<file path="config.mk">
export PLATFORM = sky130hd
export DESIGN_NAME = music_seq_ctrl
export DESIGN_NICKNAME = d
export VERILOG_FILES = /design/src/rtl/music_seq_ctrl.sv
export SDC_FILE = /design/constraint.sdc
export NUM_CORES = 1
export LEC_CHECK = 0
export CAP_MARGIN = 25
export CELL_PAD_IN_SITES_DETAIL_PLACEMENT = 2
export CELL_PAD_IN_SITES_GLOBAL_PLACEMENT = 2
export CORE_ASPECT_RATIO = 2
export CORE_UTILIZATION = 33
export DETAILED_ROUTE_END_ITERATION = 16
export GPL_ROUTABILITY_DRIVEN = 0
export HOLD_SLACK_MARGIN = 0.06
export PLACE_DENSITY_LB_ADDON = 0.25
export SLEW_MARGIN = 20
export SYNTH_ARGS = -nofsm -noshare
export SYNTH_HDL_FRONTEND = slang
export SYNTH_SLANG_ARGS = --single-unit
</file>
<file path="constraint.sdc">
create_clock -name clk -period 5.26 [get_ports clk]
set_clock_uncertainty 0.15 [all_clocks]
set_input_delay 1.052 -clock clk [delete_from_list [all_inputs] [get_ports clk]]
set_output_delay 1.052 -clock clk [all_outputs]
set_load 0.1 [all_outputs]
</file>
<file path="src/rtl/music_seq_ctrl.sv">
`default_nettype none
// ============================================================================
// Module      : music_seq_ctrl
// Description : Song playback sequencer: walks a note ROM, times notes in
//               beats, adds a one-cycle gap, handles play/pause/stop/loop.
// Revision    : 1.0 - initial release
// ============================================================================
module music_seq_ctrl #(
    parameter int ADDR_W         = 5,
    parameter int PITCH_W        = 4,
    parameter int TICKS_PER_BEAT = 4
) (
    input  logic               clk,
    input  logic               reset,
    input  logic               play,
    input  logic               pause,
    input  logic               stop,
    input  logic               loop,
    input  logic [ADDR_W-1:0]  song_len,
    input  logic [PITCH_W-1:0] note_pitch,
    input  logic [1:0]         note_dur,
    output logic [ADDR_W-1:0]  rom_addr,
    output logic               tone_en,
    output logic [PITCH_W-1:0] tone_pitch,
    output logic               playing,
    output logic               done
);

    localparam int c_TICK_W = (TICKS_PER_BEAT > 1) ? $clog2(TICKS_PER_BEAT) : 1;

    localparam logic [c_TICK_W-1:0] c_TICK_LAST = c_TICK_W'(TICKS_PER_BEAT - 1);
    localparam logic [c_TICK_W-1:0] c_TICK_ONE  = c_TICK_W'(1);
    localparam logic [ADDR_W-1:0]   c_ADDR_ONE  = ADDR_W'(1);

    localparam logic [2:0] c_S_IDLE   = 3'd0;
    localparam logic [2:0] c_S_FETCH  = 3'd1;
    localparam logic [2:0] c_S_PLAY   = 3'd2;
    localparam logic [2:0] c_S_GAP    = 3'd3;
    localparam logic [2:0] c_S_PAUSED = 3'd4;
    localparam logic [2:0] c_S_DONE   = 3'd5;

    logic [2:0]          r_state, w_state;
    logic [2:0]          r_saved, w_saved;
    logic [ADDR_W-1:0]   r_addr,  w_addr;
    logic [PITCH_W-1:0]  r_pitch, w_pitch;
    logic [1:0]          r_lim,   w_lim;
    logic [1:0]          r_beat,  w_beat;
    logic [c_TICK_W-1:0] r_tick,  w_tick;
    logic                w_last_note;

    always_ff @(posedge clk or negedge reset) begin
        if (!reset) begin
            r_state <= c_S_IDLE;
            r_saved <= c_S_IDLE;
            r_addr  <= '0;
            r_pitch <= '0;
            r_lim   <= '0;
            r_beat  <= '0;
            r_tick  <= '0;
        end else begin
            r_state <= w_state;
            r_saved <= w_saved;
            r_addr  <= w_addr;
            r_pitch <= w_pitch;
            r_lim   <= w_lim;
            r_beat  <= w_beat;
            r_tick  <= w_tick;
        end
    end

    always_comb begin
        w_state     = r_state;
        w_saved     = r_saved;
        w_addr      = r_addr;
        w_pitch     = r_pitch;
        w_lim       = r_lim;
        w_beat      = r_beat;
        w_tick      = r_tick;
        w_last_note = (r_addr == (song_len - c_ADDR_ONE));

        if (stop) begin
            w_state = c_S_IDLE;
            w_addr  = '0;
            w_pitch = '0;
        end else begin
            case (r_state)
                c_S_IDLE, c_S_DONE: begin
                    if (play) begin
                        if (song_len == '0) begin
                            w_state = c_S_DONE;
                        end else begin
                            w_state = c_S_FETCH;
                            w_addr  = '0;
                        end
                    end
                end
                c_S_FETCH: begin
                    if (pause) begin
                        w_saved = c_S_FETCH;
                        w_state = c_S_PAUSED;
                    end else begin
                        w_pitch = note_pitch;
                        w_lim   = note_dur;
                        w_tick  = '0;
                        w_beat  = '0;
                        w_state = c_S_PLAY;
                    end
                end
                c_S_PLAY: begin
                    if (pause) begin
                        w_saved = c_S_PLAY;
                        w_state = c_S_PAUSED;
                    end else if (r_tick == c_TICK_LAST) begin
                        w_tick = '0;
                        if (r_beat == r_lim) begin
                            w_state = c_S_GAP;
                        end else begin
                            w_beat = r_beat + 2'd1;
                        end
                    end else begin
                        w_tick = r_tick + c_TICK_ONE;
                    end
                end
                c_S_GAP: begin
                    if (pause) begin
                        w_saved = c_S_GAP;
                        w_state = c_S_PAUSED;
                    end else if (w_last_note) begin
                        if (loop) begin
                            w_state = c_S_FETCH;
                            w_addr  = '0;
                        end else begin
                            w_state = c_S_DONE;
                        end
                    end else begin
                        w_state = c_S_FETCH;
                        w_addr  = r_addr + c_ADDR_ONE;
                    end
                end
                c_S_PAUSED: begin
                    // Resume needs play without pause; both together keep us parked.
                    if (play && !pause) begin
                        w_state = r_saved;
                    end
                end
                default: begin
                    w_state = c_S_IDLE;
                end
            endcase
        end
    end

    assign rom_addr   = r_addr;
    assign tone_pitch = r_pitch;
    assign tone_en    = (r_state == c_S_PLAY) && (r_pitch != '0);
    assign playing    = (r_state == c_S_FETCH) || (r_state == c_S_PLAY) ||
                        (r_state == c_S_GAP);
    assign done       = (r_state == c_S_DONE);

endmodule
`default_nettype wire

</file>
==> impl_metrics.tcl <==
set metrics [dict create \
    synth_mux_area_share_pct 5.33 \
    avgViaCountPerCell 5.39 \
    status "finished clean" \
    cts_tree "yes" \
    syn_inst 146 \
    ys_warn_count 0 \
    synth-main-ff-cell "dfrtp_1" \
    drc 0 \
    drt_wl_total_mm 3.88 \
    async_flop_share_pct 100 \
    synth-seq-cells 20 \
    design.die.area_um2 4400 \
    cap_violations 0 \
    grt_pass1_wl_mm 6.42 \
    worstMarginPinSlew_ns 0.988 \
    cts_made_buffers 3 \
    clkLatencyLatePin_ns 0.26 \
    drtIter0Drc 5 \
    gr-total-overflow 0 \
    cp-start-kind "flip-flop" \
    die_w_um 47.4 \
    period_share_pct 75.4 \
    p_leak_nw 0.703 \
    final_cell_area_um2 1740 \
    synth_compound_area_share_pct 19.7 \
    drv_slew 0 \
    io_buffers 28 \
    worstPathMaxFanout 14 \
    track_usage_pct 20.3 \
    max_clock_freq_ghz 0.252 \
    clockRootBuffer "clkbuf_8" \
    grt_pass1_vias 1367 \
    fp.dieH_um 92.8 \
    antenna_cells 0 \
    clock_sinks 20 \
    area_delta_synth_final_pct 27.7 \
    avgSynthCellArea_um2 9.32 \
    htreeDepth 1 \
    synth_cell_types 43 \
    start_util_pct 35.1 \
    rsz0062_at_grt "no" \
    timing.setup.tns_ns 0 \
    post-cts-setup-buffers 0 \
    hpwl_mm 3.08 \
    cts_hold_buf 0 \
    final_antenna_net_count 0 \
    period_needed_ns 3.96 \
    syn_nets 166 \
    crit_arrival_ns 2.76 \
    dpl_cell_area_um2 1670 \
    synth-xor-area-share_pct 6.43 \
    layout-drive-gt1-share_pct 11.0 \
    ir_drop_uv 302 \
    relSlewSlack_pct 33.9 \
    hold_violations 0 \
    path_class "flip-flop to primary output" \
    power_density_nw_per_um2 342 \
    vias 1203 \
    clkSlewWorstSetupHoldPaths_ns 0.08 \
    antenna_found_initial 0 \
    hold_path.class "flip-flop to flip-flop" \
    row_count 32 \
    cts_resized 0 \
    ios 29 \
    clockBufferDepth 2 \
    critPathCaptureType "primary output" \
    yosys.area_share.simple_pct 24.9 \
    synth_sequential_area_ratio_pct 36.8 \
    grt_max_degree 21 \
    synthAdderAreaFrac_pct 2.76 \
    final-setup-viol-count 0 \
    worstPathRequired_ns 4.06 \
    synth_edf_count 0 \
    syn_area_um2 1360 \
    layout.nets 193 \
    dr.pass1.iters 3 \
    wl_per_cell_um 17.4 \
    synth_top_family_by_area "simple AND/OR/NAND/NOR gates" \
    core_um2 3880 \
]
==> cell families (layout without fill, tap and decap cells) <==
logic type | Yosys count | count (layout)
xor gates and xnor gates | 10 | 10
muxes | 7 | 7
adders and majority gates | 3 | 3
and+or+nand+nor | 60 | 60
DFF | 20 | 20
buffers and inverters | 12 | 38
AOI/OAI and AO/OA | 34 | 34
==> cells in the final DEF (no fill, tap or decap), drive strengths merged, types with 3 or more instances in the layout <==
cell type	n
mux2i	5
nand3	5
o21ai	12
a22o	4
xor2	4
dfrtp	20
or2	5
inv	5
o31ai	3
nor3	5
clkbuf	4
a22oi	3
nor2	16
nand3b	3
nor4	3
xnor2	6
clkdlybuf4s50	28
nand2	11
ha	3
==> state kept, by name, summed over array words and instances, names as in the netlist <==
signal,cells
r_state,3
r_lim,2
rom_addr,5
r_beat,2
tone_pitch,4
r_tick,2
r_saved,2
==> stage by stage <==
step                cells  util [%]  hold slack [ns]  total power [mW]  worst slack (ns)
CTS                   222      44.4            0.338             0.603              1.27
global route          223      44.7            0.388             0.633              1.17
global placement      218      42.9            0.323             0.466              1.64
floorplan             146         -            0.297             0.410              1.70
finish                223      44.7            0.330             0.595              1.30
detailed placement    218      42.9            0.318             0.476              1.55
==> routing by layer <==
layer  wire, µm  track usage, %  vias to the layer above
met5          0               0                        -
met2       2310            37.4                       23
li1           -               -                      575
met3         76            2.14                        9
met1       1400            21.2                      596
met4        103            8.33                        0
==> worst max-delay path, stage by stage (launching register included) <==
cell,delay [ns]
dfrtp_1,0.66
inv_1,0.16
or3_4,0.42
nor2_1,0.11
clkdlybuf4s50_1,1.14
==> cell type report <==
cell class / instances / area, µm²
clock buffers: 4 / 55.1
fillers: 454 / 2150
inverters: 5 / 18.8
multi-input cells: 114 / 805
flip-flops and latches: 20 / 500
well taps: 51 / 63.8
repair buffers: 29 / 295
==> Yosys cell counts, types with 3 or more instances <==
master    count  area, µm²
a22o_1        4       35.0
a22oi_1       3       22.5
buf_2         3       15.0
clkbuf_1      3       11.3
dfrtp_1      20        500
ha_1          3       37.5
inv_1         5       18.8
mux2i_1       5       50.1
nand2_1      11       41.3
nand3_1       5       25.0
nand3b_1      3       22.5
nor2_1       16       60.1
nor3_1        4       20.0
nor4_1        3       18.8
o21ai_0      12       60.1
or2_1         3       18.8
xnor2_1       6       52.6
xor2_1        4       35.0
==> path summary, 6_finish.rpt <==
check                                       start                        end  slack (ns)  cells after the start
min reg2reg                r_saved[0]$_DFFE_PN0P_     r_saved[0]$_DFFE_PN0P_        0.33                      2
max                        r_state[1]$_DFFE_PN0P_                    tone_en        1.30                      4
min                        r_saved[0]$_DFFE_PN0P_     r_saved[0]$_DFFE_PN0P_        0.33                      2
max reg2reg                r_state[0]$_DFFE_PN0P_    rom_addr[4]$_DFFE_PN0P_        3.03                      5
max in group asynchronous                   reset  tone_pitch[3]$_DFFE_PN0P_        3.65                      2
min in group asynchronous                   reset     r_saved[0]$_DFFE_PN0P_        0.89                      1
==> power breakdown <==
part	internal, mW	switching [mW]	leakage [nW]
clock	0.0667	0.0538	0.0288
combinational	0.0894	0.157	0.407
sequential	0.182	0.0456	0.267
No activity file was read; power rests on OpenSTA's default activity.
